--- src/rtl/raytracing_scheduler.sv ---
// Raytracing strip scheduler: walks a screen-centred frame strip by strip,
// dispatches each strip to N_WORKERS raytracing workers, waits for all of
// them to finish, then drains their results as a raster-ordered pixel stream.
// Latency: DISPATCH 1 cycle, WAIT_DONE as long as the slowest worker,
// RELEASE 1 cycle, DRAIN S cycles (S = N_WORKERS*JOBS_SUBDIVISION) with
// px_ready high, ADVANCE 1 cycle.
// Backpressure: px_valid/px_ready handshake. Outputs hold while stalled, and
// the next strip is not dispatched until the current one has fully drained.
//
// Optional feature: define SCHEDULER_TIMEOUT_EN to add a WAIT_DONE watchdog
// that raises the sticky sched_error flag and abandons the frame.
//
// Ports:
//   clk, reset_n               clock, asynchronous active-low reset
//   frame_start / frame_done   frame request pulse / frame complete pulse
//   w_activate, w_pixel_start_x, w_pixel_y   worker dispatch
//   w_busy, w_buffer           worker status and result buffers
//   px_valid/px_ready, px_x, px_y, px_color  pixel output stream
//   sched_error                sticky watchdog flag (0 unless timeout enabled)

package Types;
  typedef logic [23:0] Color;
endpackage

module raytracing_scheduler #(
  parameter int N_WORKERS        = 4,
  parameter int JOBS_SUBDIVISION = 8,
  parameter int SCREEN_W         = 640,
  parameter int SCREEN_H         = 480
) (
  input  logic                                                clk,
  input  logic                                                reset_n,
  input  logic                                                frame_start,
  output logic                                                frame_done,
  output logic [N_WORKERS-1:0]                                w_activate,
  output logic signed [11:0]                                  w_pixel_start_x,
  output logic signed [11:0]                                  w_pixel_y,
  input  logic [N_WORKERS-1:0]                                w_busy,
  input  Types::Color [N_WORKERS-1:0][JOBS_SUBDIVISION-1:0]   w_buffer,
  output logic                                                px_valid,
  input  logic                                                px_ready,
  output logic signed [11:0]                                  px_x,
  output logic signed [11:0]                                  px_y,
  output Types::Color                                         px_color,
  output logic                                                sched_error
);

  localparam int S  = N_WORKERS * JOBS_SUBDIVISION;
  localparam int PW = (S > 1) ? $clog2(S) : 1;
  localparam int WW = (N_WORKERS > 1) ? $clog2(N_WORKERS) : 1;
  localparam int KW = (JOBS_SUBDIVISION > 1) ? $clog2(JOBS_SUBDIVISION) : 1;

  localparam logic signed [11:0] X_MIN       = 12'(-(SCREEN_W / 2));
  localparam logic signed [11:0] X_LAST_BASE = 12'(SCREEN_W / 2 - S);
  localparam logic signed [11:0] Y_MIN       = 12'(-(SCREEN_H / 2));
  localparam logic signed [11:0] Y_MAX       = 12'(SCREEN_H / 2 - 1);
  localparam logic signed [11:0] S_STEP      = 12'(S);

  typedef enum logic [2:0] {
    IDLE,
    DISPATCH,
    WAIT_DONE,
    RELEASE,
    DRAIN,
    ADVANCE
  } state_t;

  state_t state_q, state_d;

  logic signed [11:0] strip_base_q;
  logic signed [11:0] row_q;
  logic [N_WORKERS-1:0] seen_busy_q;
  Types::Color [N_WORKERS-1:0][JOBS_SUBDIVISION-1:0] result_q;

  // Drain position: p_q is the pixel offset inside the strip, while dw_q/dk_q
  // track p mod N_WORKERS and p / N_WORKERS incrementally to avoid dividers.
  logic [PW-1:0] p_q;
  logic [WW-1:0] dw_q;
  logic [KW-1:0] dk_q;

  logic all_done;
  logic last_p;
  logic last_strip;
  logic last_row;

  // A worker counts as done only after it has been seen busy and then
  // dropped busy, so a worker that has not yet started is never mistaken
  // for one that has finished.
  assign all_done   = &(seen_busy_q & ~w_busy);
  assign last_p     = (p_q == PW'(S - 1));
  assign last_strip = (strip_base_q == X_LAST_BASE);
  assign last_row   = (row_q == Y_MAX);

  assign w_pixel_start_x = strip_base_q;
  assign w_pixel_y       = row_q;

`ifdef SCHEDULER_TIMEOUT_EN
  logic [15:0] to_cnt_q;
  logic        sched_error_q;
  logic        to_hit;

  // to_cnt_q holds (WAIT_DONE cycles elapsed - 1), so this fires on the
  // 65535th consecutive WAIT_DONE cycle.
  assign to_hit      = (state_q == WAIT_DONE) && (to_cnt_q == 16'hFFFE) && !all_done;
  assign sched_error = sched_error_q;

  always_ff @(posedge clk or negedge reset_n) begin
    if (!reset_n) begin
      to_cnt_q      <= '0;
      sched_error_q <= 1'b0;
    end else begin
      if (state_q == WAIT_DONE) begin
        to_cnt_q <= to_cnt_q + 16'd1;
      end else begin
        to_cnt_q <= '0;
      end
      if (to_hit) begin
        sched_error_q <= 1'b1;
      end
    end
  end
`else
  assign sched_error = 1'b0;
`endif

  // State register
  always_ff @(posedge clk or negedge reset_n) begin
    if (!reset_n) begin
      state_q <= IDLE;
    end else begin
      state_q <= state_d;
    end
  end

  // Next state and state-decoded outputs. Worker activation and px_valid are
  // pure decodes of the state register so that reset removes them at once.
  always_comb begin
    state_d    = state_q;
    w_activate = '0;
    px_valid   = 1'b0;
    frame_done = 1'b0;
    case (state_q)
      IDLE: begin
        if (frame_start) begin
          state_d = DISPATCH;
        end
      end
      DISPATCH: begin
        w_activate = '1;
        state_d    = WAIT_DONE;
      end
      WAIT_DONE: begin
        w_activate = '1;
        if (all_done) begin
          state_d = RELEASE;
        end
`ifdef SCHEDULER_TIMEOUT_EN
        else if (to_hit) begin
          state_d = IDLE;
        end
`endif
      end
      RELEASE: begin
        state_d = DRAIN;
      end
      DRAIN: begin
        px_valid = 1'b1;
        if (px_ready && last_p) begin
          state_d = ADVANCE;
        end
      end
      ADVANCE: begin
        if (last_strip && last_row) begin
          frame_done = 1'b1;
          state_d    = IDLE;
        end else begin
          state_d = DISPATCH;
        end
      end
      default: begin
        state_d = IDLE;
      end
    endcase
  end

  // Pixel stream outputs are zero outside DRAIN; inside DRAIN they are a
  // function of registers that only move on a completed handshake.
  always_comb begin
    px_x     = '0;
    px_y     = '0;
    px_color = '0;
    if (px_valid) begin
      px_x     = $signed(strip_base_q + $signed({{(12 - PW){1'b0}}, p_q}));
      px_y     = row_q;
      px_color = result_q[dw_q][dk_q];
    end
  end

  // Datapath registers
  always_ff @(posedge clk or negedge reset_n) begin
    if (!reset_n) begin
      strip_base_q <= '0;
      row_q        <= '0;
      seen_busy_q  <= '0;
      result_q     <= '0;
      p_q          <= '0;
      dw_q         <= '0;
      dk_q         <= '0;
    end else begin
      case (state_q)
        IDLE: begin
          if (frame_start) begin
            strip_base_q <= X_MIN;
            row_q        <= Y_MIN;
          end
        end
        DISPATCH: begin
          seen_busy_q <= '0;
        end
        WAIT_DONE: begin
          seen_busy_q <= seen_busy_q | w_busy;
        end
        RELEASE: begin
          result_q <= w_buffer;
          p_q      <= '0;
          dw_q     <= '0;
          dk_q     <= '0;
        end
        DRAIN: begin
          if (px_ready) begin
            p_q <= p_q + PW'(1);
            if (dw_q == WW'(N_WORKERS - 1)) begin
              dw_q <= '0;
              dk_q <= dk_q + KW'(1);
            end else begin
              dw_q <= dw_q + WW'(1);
            end
          end
        end
        ADVANCE: begin
          if (last_strip) begin
            strip_base_q <= X_MIN;
            if (!last_row) begin
              row_q <= row_q + 12'sd1;
            end
          end else begin
            strip_base_q <= strip_base_q + S_STEP;
          end
        end
        default: begin
        end
      endcase
    end
  end

endmodule

--- config.mk ---
export PLATFORM = sky130hd
export DESIGN_NAME = raytracing_scheduler
export DESIGN_NICKNAME = d
export VERILOG_FILES = /design/src/rtl/raytracing_scheduler.sv
export SDC_FILE = /design/constraint.sdc
export NUM_CORES = 2
export LEC_CHECK = 0
export ABC_AREA = 1
export ABC_CLOCK_PERIOD_IN_PS = 5000
export BUFFER_PORTS_ARGS = -buffer_cell sky130_fd_sc_hd__clkbuf_2
export CAP_MARGIN = 20
export CELL_PAD_IN_SITES_DETAIL_PLACEMENT = 2
export CELL_PAD_IN_SITES_GLOBAL_PLACEMENT = 2
export CORE_MARGIN = 10
export CORE_UTILIZATION = 30
export CTS_CLUSTER_DIAMETER = 60
export DETAILED_ROUTE_END_ITERATION = 7
export GPL_ROUTABILITY_DRIVEN = 0
export HOLD_SLACK_MARGIN = 0.02
export PLACE_DENSITY_LB_ADDON = 0.1
export SYNTH_ARGS = -nofsm -noshare
export SYNTH_HDL_FRONTEND = slang
export SYNTH_SLANG_ARGS = --single-unit
--- constraint.sdc ---
create_clock -name clk -period 5 [get_ports clk]
set_input_delay 1 -clock clk [delete_from_list [all_inputs] [get_ports clk]]
set_output_delay 1 -clock clk [all_outputs]
set_load 0.005 [all_outputs]
Yosys cells after proc, flatten, opt, wreduce, memory -nomap -nowiden
Index checks and enable logic that the tools add are counted.

storage, ports and cells
  bits of input ports = 776
  register bits = 809
  output and inout bits = 79

cells by class
  magnitude comparators = 2
  reductions and logical operators = 13
  add/sub/neg operators = 6
  equality and inequality tests = 16
  bitwise operators = 3
  multiplexer cells = 32

operators with widths
  operator                                         number
  binary-select mux 192 bit (select 2 bit)         1
  two-way mux 192 bit                              1
  two-way mux 12 bit                               7
  binary-select mux 24 bit (select 3 bit)          1
  two-way mux 24 bit                               2
  one-hot mux 12 bit (2 select lines)              2
  one-hot mux 3 bit (6 select lines)               1
  two-way mux 3 bit                                5
  != test 2 bit, second input constant             7
  adder 12 x 2 -> 12 bit, second input constant    1
  adder 12 x 6 -> 12 bit                           1
  adder 12 x 7 -> 12 bit, second input constant    1
  == test 12 x 10 -> 1 bit, second input constant  1
  == test 12 x 9 -> 1 bit, second input constant   1
  one-hot mux 5 bit (2 select lines)               1
  one-hot mux 4 bit (2 select lines)               1
  AND reduction 4 bit                              2
  == test 3 x 2 -> 1 bit, second input constant    2
  == test 3 bit, second input constant             2
  one-hot mux 3 bit (2 select lines)               1
  AND reduction 3 bit                              2
  nonzero test 2 bit                               3
  adder 5 x 1 -> 5 bit, second input constant      1
  == test 5 bit, second input constant             1
  other kinds (18)                                 24

Longest topological paths before layout
  depth in word-level cells = 5
  gate-level depth with buffers = 12

Worst setup path before layout
OpenSTA, ideal clock, no wires.

  kind = flip-flop to output port
  start = reg dw_q[0]
  end = out px_color[14]
  data required time = 4000 ps
  buffers on the path = 3
  setup slack = 2434 ps
  arrival time = 1566 ps
  stages on the path, launching flop included = 13
  cells stage by stage = dfrtp_1 buf_2 clkinv_1 buf_2 clkbuf_1 nand2_1 nand3_1 nand3_1 nand2_1 nand2_1 nand3_1 nand2_1 nor2_1

between the ends
  cells in the longest elaborated chain, start to end = 5

RTL lines
  what                                       line  text
  start: declaration                         78    logic [WW-1:0] dw_q;
  start signal: assignment                   236   dw_q <= dw_q + WW'(1);
  binary-select mux 192 bit (select 2 bit)   195   px_color = result_q[dw_q][dk_q];
  two-way mux 192 bit (implied by the code)  195
  binary-select mux 24 bit (select 3 bit)    195
  two-way mux 24 bit (implied by the code)   195
  two-way mux 24 bit                         192   if (px_valid) begin
  end: declaration                           44    output Types::Color px_color,

Every way passes these cells. The select of a mux whose other input is x is not followed.

Final worst setup path
  start = reg dw_q[0]
  end = out px_color[11]

Same word-level chain as after synthesis.

==> reports/qor.csv <==
metric;value;unit
outcome;finished clean;
root_buffer;clkbuf_16;
drt-initial-drc-count;2870;
ys_warn_count;0;
start_util;30.19;%
cts_tree;done;
cts_resized;0;
setup.worst_path.start;dw_q[0]$_DFFE_PN0P_;
htree_num_levels;3;
fmax;0.2098;GHz
routed_wl;196400;µm
cts.sinks;804;
grt_usage;26.67;%
antenna_found_initial;19;
die_h;378.2;µm
die_w;378.2;µm
rsz0062_at_grt;false;
ys_ff_latch;804;
postCtsSetupRepairBufs;0;
finalHoldViolCount;0;
setup_tns;0;ps
synthesis.area;0.03849;mm²
ios;855;
cts.clk_slew.worst_paths;60;ps
syn_avg_cell_area;7.174;µm²
vias;38710;
nets;6835;
peakVddDrop;0.0003206;V
grt_overflow_total;0;
syn_to_final_growth;24.56;%
drv_slew;0;
cts_hold_buf;0;
period_share;95.35;%
row_count;131;
start_kind;flip-flop;
route.detailed.drc;0;
ctsLongestPathBuffers;3;
p_leak;25.95;nW
syn_inst;5366;
wl_per_cell;25.12;µm
period_minus_slack;4767;ps
numPortBuffers;848;
grt_pass1_wl;284800;µm
p_per_area;706.4;mW/mm²
synth-seq-area-share;52.27;%
worst_clock_skew;16.50;ps
crit_required;4000;ps
r2r_start;state_q[2]$_DFFE_PN0P_;
die_area;0.1430;mm²
hold_class;input pin to async pin;
hpwl;146800;µm
critical_path_class;flip-flop to output pin;
worst_slew_pin_slew;1158;ps
cp_max_fo;61;
grt_pass1_vias;42160;
cap_violations;0;
drive_gt1_share;18.31;%
finish.utilization;37.60;%
cp-end-kind;output pin;
setup_viol;0;
ant_nets;0;
numCtsBuffers;106;
arrival;3770;ps
first_pass_iters;7;
core_area;0.1275;mm²
grt_max_degree;194;
avgViaCountPerCell;4.952;
clk_latency;690;ps
slew_headroom;22.78;%
synth_cell_type_count;27;
[cell usage after synthesis]
master,count,area share [%]
o21ai_0,100,1.3
conb_1,1,0.0097
o21ai_1,4,0.052
nor2_1,137,1.3
clkinv_1,1,0.0097
ha_1,6,0.20
a21oi_1,39,0.51
or2_2,2,0.032
o211ai_1,21,0.41
xor2_1,4,0.091
o31ai_1,1,0.020
clkbuf_1,172,1.7
buf_2,119,1.5
inv_1,90,0.88
nand3_2,1,0.026
nor2_2,2,0.032
nor3_1,11,0.14
nand2_1,3243,32
dfrtp_1,804,52
buf_4,10,0.20
nand4_1,9,0.15
buf_1,49,0.48
a22oi_1,1,0.020
o2111ai_1,1,0.023
inv_2,7,0.068
nand3_1,530,6.9
nor3_2,1,0.026
[logic make-up after synthesis]
family | Yosys count | share of synthesized area (%)
AO/OA/AOI/OAI | 167 | 2.331
other | 1 | 0.009742
adder cells (fa/ha/maj) | 6 | 0.1950
flip-flops | 804 | 52.27
buffers and inverters | 448 | 4.853
XOR/XNOR | 4 | 0.09100
AND/OR/NAND/NOR | 3936 | 40.26
[critical path: stages, from the launching register on]
cell and delay (ps):
dfrtp_4 660, inv_8 420, buf_4 350, nand2_1 80
nand3_1 90, nand3_1 280, nand2_1 230, nand2_1 70
nand3_1 90, nand2_1 50, nor2_1 440, clkbuf_2 230
[report_power, final]
| part | total, mW | internal [mW] | switching (mW) |
|---|---|---|---|
| logic | 14.1 | 4.01 | 10.1 |
| registers | 11.8 | 9.73 | 2.03 |
| clock network | 8.03 | 4.81 | 3.21 |
[metal layers]
metal	vias up	wire [µm]	GRT usage (%)
met4	8	6747	9.050
met1	19580	82270	33.39
met5	-	55	0
met2	913	96700	46.32
li1	17980	-	-
met3	228	10590	4.407
[cell type report]
class	count	area, µm²
antenna	12	30.03
clock buffer	147	3069
clock inverter	51	604.3
fill	15200	79570
inverter	98	395.4
multi-input combinational	4119	16540
sequential	804	20130
tap	1662	2079
timing repair buffer	924	5100
[sequential cells by signal (all words and copies together) (netlist names)]
signal and cells:
result_q 768, seen_busy_q 4, w_pixel_y 12, state_q 3, p_q 5, w_pixel_start_x 7, dk_q 3, dw_q 2
[layout by cell type, fill, tap and decap left out, drive strengths merged]
cell,synthesis,layout
clkinv,1,25
nor3,12,12
nand2,3243,3243
a21oi,39,39
ha,6,6
bufinv,0,10
buf,178,77
a22oi,1,1
dfrtp,804,804
conb,1,6
nor2,139,139
o31ai,1,1
clkinvlp,0,10
o211ai,21,21
diode,0,12
xor2,4,4
clkbuf,172,994
o21ai,104,104
nand4,9,9
or2,2,2
nand3,531,531
inv,97,104
o2111ai,1,1
[worst paths after layout]
path / endpoint / slack (ps) / cells after the start
min reg2reg: result_q[75]$_DFFE_PN0P_ / 470 / 2
max reg2reg: dk_q[2]$_DFFE_PN0P_ / 2200 / 8
max in group asynchronous: result_q[556]$_DFFE_PN0P_ / 3400 / 2
min: w_pixel_y[9]$_DFFE_PN0P_ / 330 / 1
max: px_color[11] / 230 / 11
min in group clk: result_q[75]$_DFFE_PN0P_ / 470 / 2
[per-stage QoR]
stage / power [mW] / cells / worst slack [ps] / hold slack, ps / instance area, µm²
after floorplan: 19.71 / 5371 / 2434 / 436.6 / 38510
after global placement: 25.59 / 7607 / 908.1 / 449.5 / 44250
after detailed placement: 26.12 / 7607 / 879.9 / 458.5 / 44250
after CTS: 34.39 / 7805 / 106.1 / 354.3 / 47920
after global routing: 36.55 / 7811 / 77.89 / 397.8 / 47930
final: 33.87 / 7817 / 232.5 / 327.6 / 47950
(Power assumes the default switching activity.)
